$ cat config.mk
export PLATFORM = sky130hd
export DESIGN_NAME = mips_muldiv_flat
export DESIGN_NICKNAME = d
export VERILOG_FILES = /design/src/rtl/mips_muldiv_if.sv /design/src/rtl/mips_muldiv.sv /design/src/flat_wrapper.sv
export SDC_FILE = /design/constraint.sdc
export NUM_CORES = 1
export LEC_CHECK = 0
export ABC_CLOCK_PERIOD_IN_PS = 4430
export BUFFER_PORTS_ARGS = -buffer_cell sky130_fd_sc_hd__clkbuf_2
export CAP_MARGIN = 5
export CORE_UTILIZATION = 53
export DETAILED_ROUTE_END_ITERATION = 8
export GPL_TIMING_DRIVEN = 0
export PLACE_DENSITY = 0.86
export SLEW_MARGIN = 10
export SYNTH_ARGS = -nofsm -noshare
export SYNTH_HDL_FRONTEND = slang
export SYNTH_SLANG_ARGS = --single-unit
$ cat constraint.sdc
create_clock -name clock -period 4.43 [get_ports clock]
set_input_delay 0.2215 -clock clock [delete_from_list [all_inputs] [get_ports clock]]
set_output_delay 0.2215 -clock clock [all_outputs]
set_load 0.005 [all_outputs]
$ cat src/rtl/mips_muldiv_if.sv
// Command/result bundle between the execute stage and the multiply/divide unit.
interface mips_muldiv_if;
  logic        start;
  logic [5:0]  func;
  logic [31:0] S;
  logic [31:0] T;
  logic [31:0] q;
  logic        busy;
  logic        stall;

  modport master (output start, func, S, T, input q, busy, stall);
  modport slave  (input start, func, S, T, output q, busy, stall);
endinterface

$ cat src/rtl/mips_muldiv.sv
// Iterative MIPS I multiply/divide unit with HI/LO: 32 radix-2 steps plus one sign-fix cycle.
// Commands arriving while an operation is in flight are stalled until the unit returns to idle.
module mips_muldiv (
  input  logic          clock,
  input  logic          reset,
  mips_muldiv_if.slave  bus
);
  localparam logic [5:0] F_MFHI  = 6'h10;
  localparam logic [5:0] F_MTHI  = 6'h11;
  localparam logic [5:0] F_MFLO  = 6'h12;
  localparam logic [5:0] F_MTLO  = 6'h13;
  localparam logic [5:0] F_MULT  = 6'h18;
  localparam logic [5:0] F_MULTU = 6'h19;
  localparam logic [5:0] F_DIV   = 6'h1A;
  localparam logic [5:0] F_DIVU  = 6'h1B;

  typedef enum logic [1:0] {IDLE, RUN, FIX} state_t;

  state_t      state, state_nxt;
  logic [4:0]  cnt;
  logic [31:0] hi, lo;
  logic [31:0] hi_w, lo_w, b_w;
  logic        is_div, neg_lo, neg_hi, dz;

  logic        known, accept, go, sgn, s_neg, t_neg;
  logic [31:0] mag_s, mag_t;
  logic [32:0] op_a, mul_s;
  logic [33:0] op_b, sum;
  logic [63:0] prod, prod_fix;

  always_comb begin
    known = 1'b0;
    case (bus.func)
      F_MFHI, F_MTHI, F_MFLO, F_MTLO,
      F_MULT, F_MULTU, F_DIV, F_DIVU: known = 1'b1;
      default: known = 1'b0;
    endcase
  end

  assign bus.busy  = (state != IDLE);
  assign bus.stall = bus.start & bus.busy & known;
  assign bus.q     = (bus.func == F_MFHI) ? hi : lo;
  assign accept    = bus.start & ~bus.busy & known;
  // Within the known set, bit 3 separates mult/div from the HI/LO moves.
  assign go        = accept & bus.func[3];

  // Even funct codes (MULT, DIV) are the signed variants.
  assign sgn   = ~bus.func[0];
  assign s_neg = sgn & bus.S[31];
  assign t_neg = sgn & bus.T[31];
  assign mag_s = s_neg ? -bus.S : bus.S;
  assign mag_t = t_neg ? -bus.T : bus.T;

  // Shared adder: add multiplicand for multiply, 33-bit trial subtract for divide.
  assign op_a  = is_div ? {hi_w, lo_w[31]} : {1'b0, hi_w};
  assign op_b  = is_div ? ~{2'b00, b_w} : {2'b00, b_w};
  assign sum   = {1'b0, op_a} + op_b + {33'd0, is_div};
  assign mul_s = lo_w[0] ? sum[32:0] : {1'b0, hi_w};

  assign prod     = {hi_w, lo_w};
  assign prod_fix = neg_lo ? -prod : prod;

  always_ff @(posedge clock or posedge reset) begin
    if (reset) state <= IDLE;
    else       state <= state_nxt;
  end

  always_comb begin
    state_nxt = state;
    case (state)
      IDLE:    if (go) state_nxt = RUN;
      RUN:     if (cnt == 5'd31) state_nxt = FIX;
      FIX:     state_nxt = IDLE;
      default: state_nxt = IDLE;
    endcase
  end

  always_ff @(posedge clock or posedge reset) begin
    if (reset) begin
      cnt    <= 5'd0;
      hi     <= 32'd0;
      lo     <= 32'd0;
      hi_w   <= 32'd0;
      lo_w   <= 32'd0;
      b_w    <= 32'd0;
      is_div <= 1'b0;
      neg_lo <= 1'b0;
      neg_hi <= 1'b0;
      dz     <= 1'b0;
    end else begin
      case (state)
        IDLE: begin
          if (go) begin
            is_div <= bus.func[1];
            cnt    <= 5'd0;
            hi_w   <= 32'd0;
            lo_w   <= bus.func[1] ? mag_s : mag_t;
            b_w    <= bus.func[1] ? mag_t : mag_s;
            neg_lo <= s_neg ^ t_neg;
            neg_hi <= s_neg;
            dz     <= bus.func[1] & (bus.T == 32'd0);
          end else if (accept && bus.func == F_MTHI) begin
            hi <= bus.S;
          end else if (accept && bus.func == F_MTLO) begin
            lo <= bus.S;
          end
        end
        RUN: begin
          cnt <= cnt + 5'd1;
          if (is_div) begin
            if (!sum[33]) begin
              hi_w <= sum[31:0];
              lo_w <= {lo_w[30:0], 1'b1};
            end else begin
              hi_w <= op_a[31:0];
              lo_w <= {lo_w[30:0], 1'b0};
            end
          end else begin
            hi_w <= mul_s[32:1];
            lo_w <= {mul_s[0], lo_w[31:1]};
          end
        end
        FIX: begin
          // Divide-by-zero remainder is |S|; re-applying S's sign restores S exactly.
          if (is_div) begin
            lo <= dz ? 32'hFFFF_FFFF : (neg_lo ? -lo_w : lo_w);
            hi <= neg_hi ? -hi_w : hi_w;
          end else begin
            {hi, lo} <= prod_fix;
          end
        end
        default: ;
      endcase
    end
  end
endmodule

$ cat src/flat_wrapper.sv
// flat-port wrapper written by rule: the top's interface ports become plain ports
module mips_muldiv_flat 
  (clock, reset, bus_start, bus_func, bus_S, bus_T, bus_q, bus_busy, bus_stall);
  mips_muldiv_if bus_i ();
  input  logic clock;
  input  logic reset;
  input wire logic [$bits(bus_i.start)-1:0] bus_start;
  input wire logic [$bits(bus_i.func)-1:0] bus_func;
  input wire logic [$bits(bus_i.S)-1:0] bus_S;
  input wire logic [$bits(bus_i.T)-1:0] bus_T;
  output wire logic [$bits(bus_i.q)-1:0] bus_q;
  output wire logic [$bits(bus_i.busy)-1:0] bus_busy;
  output wire logic [$bits(bus_i.stall)-1:0] bus_stall;
  assign bus_i.start = bus_start;
  assign bus_i.func = bus_func;
  assign bus_i.S = bus_S;
  assign bus_i.T = bus_T;
  assign bus_q = bus_i.q;
  assign bus_busy = bus_i.busy;
  assign bus_stall = bus_i.stall;
  mips_muldiv u_core (.clock(clock), .reset(reset), .bus(bus_i));
endmodule
# --- Word-level counts from Yosys, hierarchy flattened ---
# Memories as Yosys holds them, arrays and structs flattened.
# Index checks and enable logic that the tools add are counted.
word_totals:
  register_bits: 171
  mem_bits_ro: 32
  inputBits: 73
  output_inout_bits: 34
  word_cells: 91
  mem_count: 1
op_classes:
  add_sub_neg: 8
  n_eq_ne: 12
  n_mux: 35
  bitwise_logic: 12
  reduce_logical: 12
memory_table:
  columns: ["name", "depth", "width", "rd", "rd_ports_with_merged_regs", "write_ports", "line", "source"]
  rows:
  - ["(name not given)", 32, 1, 1, 0, 0, "mips_muldiv.sv:33", "case (bus.func)"]
op_table:
  columns: ["op", "count"]
  rows:
  - ["32-bit 2-to-1 mux", 20]
  - ["32-bit case mux with 2 select lines", 4]
  - ["32-bit negation", 4]
  - ["33-bit 2-to-1 mux", 2]
  - ["64-bit 2-to-1 mux", 1]
  - ["64-bit negation", 1]
  - ["33-bit by 34-bit adder with 34-bit output", 1]
  - ["34-bit by 1-bit adder with 34-bit output", 1]
  - ["34-bit 2-to-1 mux", 1]
  - ["32-bit inverter with 34-bit output", 1]
  - ["32-bit zero test", 1]
  - ["6-bit by 5-bit == test with 1-bit output, second input constant", 3]
  - ["5-bit case mux with 2 select lines", 1]
  - ["1-bit AND", 8]
  - ["2-bit by 1-bit inequality test with 1-bit output, second input constant", 4]
  - ["2-bit AND reduction", 3]
  - ["2-bit nonzero test", 3]
  - ["5-bit by 1-bit adder with 5-bit output, second input constant", 1]
  - ["5-bit == test, second input constant", 1]
  - ["5-bit 2-to-1 mux", 1]
  - ["2-bit 2-to-1 mux", 2]
  - ["2-bit inequality test, second input constant", 2]
  - ["2-bit case mux with 2 select lines", 1]
  - ["4-bit AND reduction", 1]
  - ["other kinds (8)", 11]

# --- Depth between registers and ports, before layout ---
logic_depth:
  depth_word: 9
  depth_mapped: 18
  mapped_depth_nobuf: 12

# --- Least setup slack after synthesis ---
# OpenSTA, ideal clock, no wires.
synth_path:
  kind: "register to register"
  from: "register u_core.is_div"
  to: "register u_core.hi_w[2]"
  setup_ns: 0.142
  arrival_ns: 4.365
  t_required_ns: 4.288
  slack_ns: -0.077
  path_stages_with_launch: 17
  n_path_buf: 7
  synth_period_minus_slack_ns: 4.507
  cell_sequence: "dfrtp_1 > clkbuf_1 > clkbuf_1 > clkbuf_1 > buf_1 > clkbuf_1 > xor2_1 > ha_1 > a21o_1 > a31o_2 > a41oi_1 > a21oi_1 > a211oi_2 > buf_4 > buf_2 > mux2i_1 > o221ai_1"
synth_between:
  elab_chain_cells: 6
  elab_cells_between_ends: 8
  classes_between: "add/sub: 2; mux: 6"
synth_lines:
  columns: ["element", "line", "source"]
  rows:
  - ["from (decl)", "mips_muldiv.sv:23", "logic is_div, neg_lo, neg_hi, dz;"]
  - ["from (signal assigned)", "mips_muldiv.sv:94", "is_div <= bus.func[1];"]
  - ["33-bit 2-to-1 mux / 34-bit 2-to-1 mux (equally long branches)", "mips_muldiv.sv:55, mips_muldiv.sv:56", null]
  - ["33-bit by 34-bit adder with 34-bit output", "mips_muldiv.sv:57", "assign sum = {1'b0, op_a} + op_b + {33'd0, is_div};"]
  - ["34-bit by 1-bit adder with 34-bit output", "mips_muldiv.sv:57", null]
  - ["33-bit 2-to-1 mux / 32-bit 2-to-1 mux (equally long branches)", "mips_muldiv.sv:58, mips_muldiv.sv:111", null]
  - ["32-bit 2-to-1 mux *", "mips_muldiv.sv:110", "if (is_div) begin"]
  - ["32-bit case mux with 2 select lines *", "mips_muldiv.sv:91", "case (state)"]
  - ["to (signal assigned)", "mips_muldiv.sv:112", "hi_w <= sum[31:0];"]
  - ["to (signal assigned)", "mips_muldiv.sv:115", "hi_w <= op_a[31:0];"]
  - ["to (signal assigned)", "mips_muldiv.sv:119", "hi_w <= mul_s[32:1];"]
  - ["to (decl)", "mips_muldiv.sv:22", "logic [31:0] hi_w, lo_w, b_w;"]
# Every way passes the cells marked *; elsewhere a longest branch is shown, timed or not.
# A chain may end at the register's enable or synchronous reset.

# --- Worst setup path in the final report ---
layout_path:
  from: "register u_core.is_div"
  to: "register u_core.hi_w[18]"
# Same word-level chain as after synthesis.

==> results.tsv <==
metric	value	unit
outcome	finished clean	
diodes	0	
grt_pass1_wl	85.3	mm
drv_slew	0	
synth_cells	1824	
fin_util	0.611	
synthToLayoutAreaGrowth	12.5	%
wl_met1	22.0	mm
arrival	4.65	ns
syn_area_per_cell	8.04	sq um
cp-start-kind	flip-flop	
gp_congestion	0.978	
die_area	28400	sq um
synthTopCellsByArea	dfrtp_1, o21ai_0, a21oi_1	
finalClockSkew	0.0140	ns
clk_pin_slew_worst_paths	0.07	ns
slowest_stage	ha_1	
synthesis.nets	1935	
crit_chain	clkbuf_4, buf_6, buf_4, clkbuf_4, xor2_1, ha_1, a21o_1, a31o_2, a41oi_4, a21oi_1, a211oi_4, buf_6, buf_6, o21ai_0, o41ai_1	
placed_cells	2274	
die_w	168	um
routed-wl-met2	23.7	mm
rows	60	
fillers	2341	
io_pins	107	
clock-sinks	171	
io_buffers	104	
wl_per_cell	24.4	um
ctsHtreeMaxLevel	4	
cts.root.buffer_cell	clkbuf_16	
relSlewSlack	0.216	
grt_overflow	0	
synth.distinct_cells	77	
dp_hpwl	43.7	mm
drive_gt1_frac	0.137	
setup_slack	0.115	ns
switchingPower	5130	uW
grt_pass1_vias	14700	
crit_path_end_kind	flip-flop	
detailroute.wirelength.met3	6.79	mm
vias	15800	
crit_fanout	10	
pre_cts_ws	-2.11	ns
swShare	0.491	
rrSetupSlack	0.11	ns
hold_viol	0	
worstSetupPathType	reg2reg	
period_needed	4.32	ns
ys_seq_area_frac	0.292	
rsz0062_at_grt	false	
yosysTopAreaCellShare	0.292	
finish.instance_area	16500	sq um
clock_path_buffers	2	
grt_max_degree	37	
synth_flop_cell	dfrtp_1	
p_clk_frac	0.155	
final_nets	2064	
min_path_type	in2reg	
synthTopCellsByCount	nand2_1, dfrtp_1, o21ai_0	
max_cap_viol_count	0	
antenna_found_initial	0	
synthArstFlopShare	1.00	
placedInstanceArea	15700	sq um
yosys.area.top_type	dfrtp_1	
synth_area	14700	sq um
synth_warnings	0	
p_total	10400	uW
core	27000	sq um
p_per_area	633	nW/um^2
ant_nets	0	
synth-seq-cells	171	
clock.fmax	232	MHz
grtUsageTotal	0.397	
wirelength	56.3	mm
power.internal	5310	uW
cpPeakStageDelay	0.39	ns
routed.top_layer	met5	
clk_latency	0.45	ns
final_cells	2307	
initial_core_util	0.543	
drcViolationCount	0	
drtPass1Iterations	8	
cp_common_cell	buf_6	
vias_per_cell	6.84	
power_frac_comb	0.596	
worst_pin_slew	1.18	ns
setup_viol	0	
vdd_ir_drop_max	0.316	mV
drt_iter0_drc	2353	
p_leak	0.00700	uW
timing.final.crit_share	0.974	
synth_edf_count	0	
cp.required	4.76	ns
cts_tree	yes	
cts_inserted_buffers	17	
synth.most_common_cell	nand2_1	
pwr-share-seq	0.249	
fp.dieH	168	um
==> layer usage <==
metal,up-vias,global-route usage
met5,-,0
li1,6884,-
met2,1222,0.588
met4,2,0.234
met3,218,0.0978
met1,7446,0.525
==> power by group through the flow <==
stage          Sequential (uW)  Clock [uW]  Combinational [uW]
2_1_floorplan             2390           0                4240
3_3_place_gp              2560           0                5700
3_5_place_dp              2580           0                5820
4_1_cts                   2560        1600                5920
5_1_grt                   2630        1650                6650
6_report                  2600        1620                6220
==> cell families (layout without fill, tap and decap cells) <==
group	Yosys count	in the layout	synth area share
buffers and inverters	187	329	0.0500
adder cells (fa/ha/maj)	38	38	0.0329
XOR/XNOR	174	174	0.104
flip-flops	171	171	0.292
AND/OR/NAND/NOR	522	522	0.170
multiplexers	131	131	0.0954
AO/OA/AOI/OAI	601	601	0.256
==> final cells by class <==
type | instances | area [sq um] | area share
inverters | 32 | 124 | 0.00750
plain buffers | 153 | 662 | 0.0401
well taps | 341 | 427 | 0.0258
clock buffers | 19 | 433 | 0.0262
repair buffers | 112 | 646 | 0.0391
flip-flops and latches | 171 | 4280 | 0.259
multi-input cells | 1466 | 9760 | 0.591
clock inverters | 13 | 179 | 0.0108
==> worst paths after layout <==
kind,startpoint,end,cells past startpoint
max in group asynchronous,reset,u_core.is_div$_DFFE_PP0P_,5
max,u_core.is_div$_DFFE_PP0P_,u_core.hi_w[18]$_DFFE_PP0P_,15
max reg2reg,u_core.is_div$_DFFE_PP0P_,u_core.hi_w[18]$_DFFE_PP0P_,15
min in group asynchronous,reset,u_core.hi[0]$_DFFE_PP0P_,3
min reg2reg,u_core.lo[26]$_DFFE_PP0P_,u_core.lo[26]$_DFFE_PP0P_,2
min,bus_T[30],u_core.dz$_DFFE_PP0P_,4
==> stage by stage <==
step                      setup TNS, ns  hold WS, ns
after floorplan                       0        0.361
after global placement           -61.12        0.455
after detailed placement         -60.30        0.206
after CTS                             0        0.123
after global routing                  0        0.139
final                                 0        0.121
==> flip-flops by register name, summed over array words and instances, names as in the netlist <==
register       cells
u_core.lo         32
u_core.neg_lo      1
u_core.cnt         5
u_core.b_w        32
u_core.hi_w       32
u_core.lo_w       32
u_core.state       2
u_core.dz          1
u_core.neg_hi      1
u_core.is_div      1
u_core.hi         32
==> worst max-delay path: cells and delay by family, from the launching register on <==
family | cells | cell delay (ns)
flip-flops | 1 | 0.36
adder cells (fa/ha/maj) | 1 | 0.39
buffers and inverters | 6 | 1.42
AO/OA/AOI/OAI | 7 | 1.74
XOR/XNOR | 1 | 0.28
==> cell usage in the layout, fill, tap and decap left out, types with 15 or more instances in the layout <==
cell,count
a211oi_1,47
buf_1,15
or3_1,18
mux2_2,71
a31oi_1,19
nor2_1,130
o22ai_1,35
nand2b_1,16
a21oi_1,161
nand3_1,31
xnor2_1,89
xor2_1,83
o21ai_0,164
o31ai_1,24
mux2i_1,60
a21o_1,27
clkbuf_2,105
nor3_1,32
ha_1,37
clkbuf_1,116
nand2_1,190
or4_1,15
clkbuf_16,17
inv_1,30
dfrtp_1,170
==> what timing repair did <==
item / CTS / global route
endpoints found under the setup margin: 33 / 30
hold buffers: 1 / 0
pin swaps: 1 / 2
resized for setup: 26 / 13
endpoints found under the hold margin: 10 / 0
buffers inserted: 2 / 0
Power figures use the tool's default switching activity.
